File: config.mk
export PLATFORM = sky130hd
export DESIGN_NAME = core_run_ctrl
export DESIGN_NICKNAME = d
export VERILOG_FILES = /design/src/rtl/run_pkg.sv /design/src/rtl/sat_counter.sv /design/src/rtl/core_run_ctrl.sv
export SDC_FILE = /design/constraint.sdc
export NUM_CORES = 1
export LEC_CHECK = 0
export BUFFER_PORTS_ARGS = -buffer_cell sky130_fd_sc_hd__buf_2
export CORE_ASPECT_RATIO = 0.5
export CORE_MARGIN = 4
export CORE_UTILIZATION = 49
export CTS_CLUSTER_DIAMETER = 100
export DETAILED_ROUTE_END_ITERATION = 16
export GPL_TIMING_DRIVEN = 1
export PLACE_DENSITY = 0.8
export RECOVER_POWER = 50
export SLEW_MARGIN = 20
export SYNTH_ARGS = -nofsm -noshare
export SYNTH_HDL_FRONTEND = slang
export SYNTH_SLANG_ARGS = --single-unit
File: constraint.sdc
create_clock -name Clk -period 1.87 [get_ports Clk]
set_input_delay 0.187 -clock Clk [delete_from_list [all_inputs] [get_ports Clk]]
set_output_delay 0.187 -clock Clk [all_outputs]
set_load 0.01 [all_outputs]
File: src/rtl/run_pkg.sv
// Shared types and defaults for the core run sequencer.
package run_pkg;

  localparam int DATA_W       = 8;
  localparam int ADDR_W       = 8;
  localparam int CNT_W        = 16;
  localparam int RES_BASE_DEF = 64;
  localparam int RES_LEN_DEF  = 8;

  typedef enum logic [2:0] {
    IDLE,
    LOAD,
    HOLD,
    RUN,
    DRAIN_RD,
    DRAIN_WAIT,
    DRAIN_OUT
  } run_state_t;

endpackage

File: src/rtl/sat_counter.sv
// Up-counter that sticks at all-ones instead of wrapping.
module sat_counter #(
  parameter int W = 16
) (
  input  logic         clk,
  input  logic         rst_n,
  input  logic         clear,
  input  logic         enable,
  output logic [W-1:0] count,
  output logic         saturated
);

  assign saturated = &count;

  always_ff @(posedge clk or negedge rst_n) begin
    if (!rst_n) begin
      count <= '0;
    end else if (clear) begin
      count <= '0;
    end else if (enable && !saturated) begin
      count <= count + W'(1);
    end
  end

endmodule

File: src/rtl/core_run_ctrl.sv
// Load / reset-hold / run / result-drain sequencer sitting in front of the core.
module core_run_ctrl
  import run_pkg::*;
#(
  parameter int            DW         = DATA_W,
  parameter int            AW         = ADDR_W,
  parameter int            CW         = CNT_W,
  parameter int            RST_CYCLES = 2,
  parameter logic [AW-1:0] RES_BASE   = AW'(RES_BASE_DEF),
  parameter logic [AW:0]   RES_LEN    = (AW+1)'(RES_LEN_DEF)
) (
  input  logic          Clk,
  input  logic          Reset,
  input  logic          start,
  input  logic [AW:0]   load_len,
  input  logic          in_valid,
  input  logic [DW-1:0] in_data,
  output logic          in_ready,
  output logic [AW-1:0] mem_addr,
  output logic [DW-1:0] mem_wdata,
  output logic          mem_wr_en,
  output logic          mem_rd_en,
  input  logic [DW-1:0] mem_rdata,
  output logic          core_reset,
  input  logic          core_done,
  output logic          out_valid,
  output logic [DW-1:0] out_data,
  input  logic          out_ready,
  output logic          busy,
  output logic [CW-1:0] cycle_count,
  output logic          timeout,
  output logic          finished
);

  localparam logic [AW:0] LAST_IDX = RES_LEN - (AW+1)'(1);

  run_state_t    state, state_nxt;
  logic [AW-1:0] addr;
  logic [AW:0]   load_rem;
  logic [3:0]    hold_cnt;
  logic [AW:0]   idx, idx_nxt;
  logic [AW-1:0] rd_addr;
  logic          load_hs, out_hs;
  logic          cnt_clear, cnt_en, cnt_sat, set_timeout;

  assign load_hs = (state == LOAD) && in_valid && in_ready;
  assign out_hs  = out_valid && out_ready;

  // Only the load writes are combinational; the drain read address is registered.
  assign mem_wr_en = load_hs;
  assign mem_addr  = (state == LOAD) ? addr : rd_addr;
  assign mem_wdata = (state == LOAD) ? in_data : '0;

  sat_counter #(.W(CW)) u_cycles (
    .clk       (Clk),
    .rst_n     (Reset),
    .clear     (cnt_clear),
    .enable    (cnt_en),
    .count     (cycle_count),
    .saturated (cnt_sat)
  );

  always_comb begin
    state_nxt   = state;
    idx_nxt     = idx;
    cnt_clear   = 1'b0;
    cnt_en      = 1'b0;
    set_timeout = 1'b0;
    case (state)
      IDLE: begin
        if (start) begin
          cnt_clear = 1'b1;
          idx_nxt   = '0;
          state_nxt = (load_len == '0) ? HOLD : LOAD;
        end
      end
      LOAD:       if (load_hs && load_rem == (AW+1)'(1)) state_nxt = HOLD;
      HOLD:       if (hold_cnt == 4'd0) state_nxt = RUN;
      RUN: begin
        cnt_en = 1'b1;
        // A done seen in the saturating cycle still counts as a clean finish.
        if (core_done) begin
          state_nxt = DRAIN_RD;
        end else if (cnt_sat) begin
          set_timeout = 1'b1;
          state_nxt   = DRAIN_RD;
        end
      end
      DRAIN_RD:   state_nxt = DRAIN_WAIT;
      DRAIN_WAIT: state_nxt = DRAIN_OUT;
      DRAIN_OUT: begin
        if (out_hs) begin
          idx_nxt   = idx + (AW+1)'(1);
          state_nxt = (idx == LAST_IDX) ? IDLE : DRAIN_RD;
        end
      end
      default:    state_nxt = IDLE;
    endcase
  end

  // Status outputs are decoded from the next state so they line up with the state register.
  always_ff @(posedge Clk or negedge Reset) begin
    if (!Reset) begin
      state      <= IDLE;
      addr       <= '0;
      load_rem   <= '0;
      hold_cnt   <= '0;
      idx        <= '0;
      rd_addr    <= '0;
      in_ready   <= 1'b0;
      core_reset <= 1'b1;
      busy       <= 1'b0;
      mem_rd_en  <= 1'b0;
      out_valid  <= 1'b0;
      out_data   <= '0;
      timeout    <= 1'b0;
      finished   <= 1'b0;
    end else begin
      state      <= state_nxt;
      idx        <= idx_nxt;
      in_ready   <= (state_nxt == LOAD);
      core_reset <= (state_nxt != RUN);
      busy       <= (state_nxt != IDLE);
      mem_rd_en  <= (state_nxt == DRAIN_RD);
      rd_addr    <= (state_nxt == DRAIN_RD) ? RES_BASE + idx_nxt[AW-1:0] : '0;
      out_valid  <= (state_nxt == DRAIN_OUT);
      finished   <= (state == DRAIN_OUT) && (state_nxt == IDLE);
      if (state == IDLE && start) begin
        load_rem <= load_len;
        addr     <= '0;
        timeout  <= 1'b0;
      end
      if (load_hs) begin
        addr     <= addr + AW'(1);
        load_rem <= load_rem - (AW+1)'(1);
      end
      if (state_nxt == HOLD && state != HOLD) begin
        hold_cnt <= 4'(RST_CYCLES - 1);
      end else if (state == HOLD && hold_cnt != 4'd0) begin
        hold_cnt <= hold_cnt - 4'd1;
      end
      if (set_timeout) timeout <= 1'b1;
      if (state == DRAIN_WAIT) out_data <= mem_rdata;
    end
  end

endmodule

==> metrics.yaml <==
status: "complete, but fails checks"
violations: "setup timing"
cts_root_buf: "clkbuf_16"
crit_path_start_kind: "flop"
cts_buffer_depth: 2
required_ps: 1680
cts_tree: "done"
first_pass_iters: 5
fin_ws_ps: -208
remaining_drc_errors: 0
postRouteAntennaNets: 0
reg2reg_depth: 6
grt.overflow.total: 0
dieArea_um2: 9230
place_ws_ps: -240
hold_viol: 0
vias_per_cell: 6.08
diodes: 0
synth-seq-cells: 72
antenna_found_initial: 0
cts_htree_levels: 3
clkTransAtPathRegs_ps: 60
rsz0062_at_grt: "yes"
finalNetCount: 575
criticalPathCategory: "reg2out"
vdd_drop_max_uv: 560
drt-total-wl_mm: 13.1
worst-path-max-fanout: 6
dieWidth_um: 132
core_area_um2: 7400
drv_cap: 0
io_buffers: 78
syn_area_um2: 3760
synthesis.nets: 406
slew_headroom: 0.344
grt_max_degree: 73
skew_ps: 10.7
synth_flop_cell: "dfrtp_1"
dr.first_iter.drc_count: 495
setup_tns_ps: -4100
final_util: 0.774
netlist_instances: 369
clk_latency_ps: 340
place_congestion: 0.859
cts_sinks: 72
synth_largest_area_cell: "dfrtp_1"
worst_pin_slew_ps: 983
start_util: 0.508
yosysWarnings: 0
power_density_nw_per_um2: 1270
dr_total_vias: 3868
synthArstFlopShare: 1.00
synth-seq-area-share: 0.479
setup_viol: 47
area_growth_pct: 52.3
final_max_slew_viol_count: 0
wl_per_cell_um: 20.6
p_leak_nw: 2.74
dp_hpwl_mm: 6.55
grt_pass1_vias: 3628
holdPathStages: 2
end_kind: "output port"
syn_area_per_cell_um2: 10.2
io_pins: 79
fin_crit_sh: 1.11
numCtsBuffers: 9
rows: 22
ys_types: 65
arrival_ps: 1890
grt_pass1_wl_mm: 17.8
min_path_type: "in2reg"
timing.fmax_mhz: 481
synth.area.top_cells: "dfrtp_1, mux2_2, nand2_1, xnor2_1, nor2_1"
drive_above_1_share: 0.507
synth-edff-count: 0
netlist.area_leader.share: 0.472
die-height_um: 70.0
period_needed_ps: 2080
grt_use_total: 0.237
==> critical path, stage by stage (launching register included) <==
cell     delay [ps]
dfrtp_1         420
buf_6           150
nor3b_4         320
buf_6           200
mux2_4          320
buf_6           130
==> what timing repair did <==
item,CTS,global route
gates cloned,1,1
endpoints found under the setup margin,25,63
endpoints found under the hold margin,71,0
pin swaps,15,20
resized for setup,56,72
buffers inserted,12,21
hold buffers,1,0
==> kinds of logic (layout without fill, tap and decap cells) <==
kind of cell | Yosys count | after routing | share of synthesized area
simple gates | 164 | 164 | 0.245
xor+xnor | 14 | 14 | 0.0326
mux | 25 | 25 | 0.0718
flops | 72 | 72 | 0.479
compound gates | 66 | 66 | 0.121
buf+inv | 22 | 193 | 0.0296
fa+ha+maj | 6 | 6 | 0.0200
==> sequential cells by signal, indices dropped and copies added, names as in the netlist, 3 cells and up <==
register and count:
load_rem 9, hold_cnt 4, u_cycles.count 16, state 3, rd_addr 8, addr 8, out_data 8, idx 9
==> area by class of cell <==
| type | count | area [um2] |
|---|---|---|
| inverter | 9 | 36.3 |
| clock buffer | 12 | 256 |
| tap | 96 | 120 |
| clock inverter | 1 | 5.00 |
| fill | 395 | 1680 |
| multi-input combinational | 275 | 2220 |
| sequential | 72 | 1800 |
| timing repair buffer | 171 | 1290 |
==> per-layer routing <==
layer  vias up  routed length [um]  track usage
met1      1858                5010        0.281
met2       242                6520        0.419
met5         -                   0            0
li1       1682                   -            -
met4         0                 656       0.0873
met3        86                 931       0.0626
==> stage by stage <==
stage	hold WS (ps)	cell area (um2)	total power, mW	instances
4_1_cts	79.9	5260	6.41	615
3_3_place_gp	237	4690	4.36	589
6_report	82.6	5730	7.27	636
3_5_place_dp	246	4690	4.45	589
2_1_floorplan	-109	3800	3.60	369
5_1_grt	84.2	5730	7.58	636
==> cells in the mapped netlist, types with 3 or more instances <==
library cell / instances
or4_1: 3
o21ai_0: 20
nand2_1: 40
ha_1: 6
a31oi_1: 5
and2_1: 16
nand4_1: 11
or3_1: 5
dfrtp_1: 71
nand3_1: 12
nor4_1: 11
nor3_1: 5
clkbuf_1: 6
and2b_2: 4
o211ai_1: 3
mux2_2: 16
nor2_1: 30
a211oi_1: 4
a2111oi_0: 3
mux2i_1: 9
inv_1: 9
xnor2_1: 13
a21oi_1: 10
==> power by group <==
part | switching [mW] | internal, mW | leakage (nW)
clock network | 0.639 | 0.946 | 0.130
registers | 0.276 | 1.91 | 0.950
logic | 1.78 | 1.71 | 1.66
total | 2.70 | 4.57 | 2.74
==> cells in the final DEF, fill, tap and decap left out, types with 6 or more instances in the layout <==
cell	Yosys	layout
nor2_1	30	26
o21ai_1	0	7
nand4_1	11	11
buf_2	2	61
clkbuf_16	0	10
buf_6	2	35
inv_1	9	8
mux2_2	16	8
mux2i_1	9	9
and2_1	16	6
mux2_4	0	8
xnor2_1	13	13
o21ai_0	20	9
nand3_1	12	10
and2_4	0	10
dfrtp_1	71	71
a21oi_1	10	6
buf_4	0	71
nor4_4	2	6
nand2_1	40	37
==> worst paths after layout <==
kind                               from          end  slack, ps
hold / removal             mem_rdata[2]  out_data[2]         80
min in group asynchronous         Reset  load_rem[4]        640
setup reg to reg               state[0]  hold_cnt[3]       -150
max in group asynchronous         Reset       idx[1]        580
hold reg to reg             out_data[4]  out_data[4]        510
setup / recovery               state[2]  mem_addr[0]       -210
(Power assumes the default switching activity.)
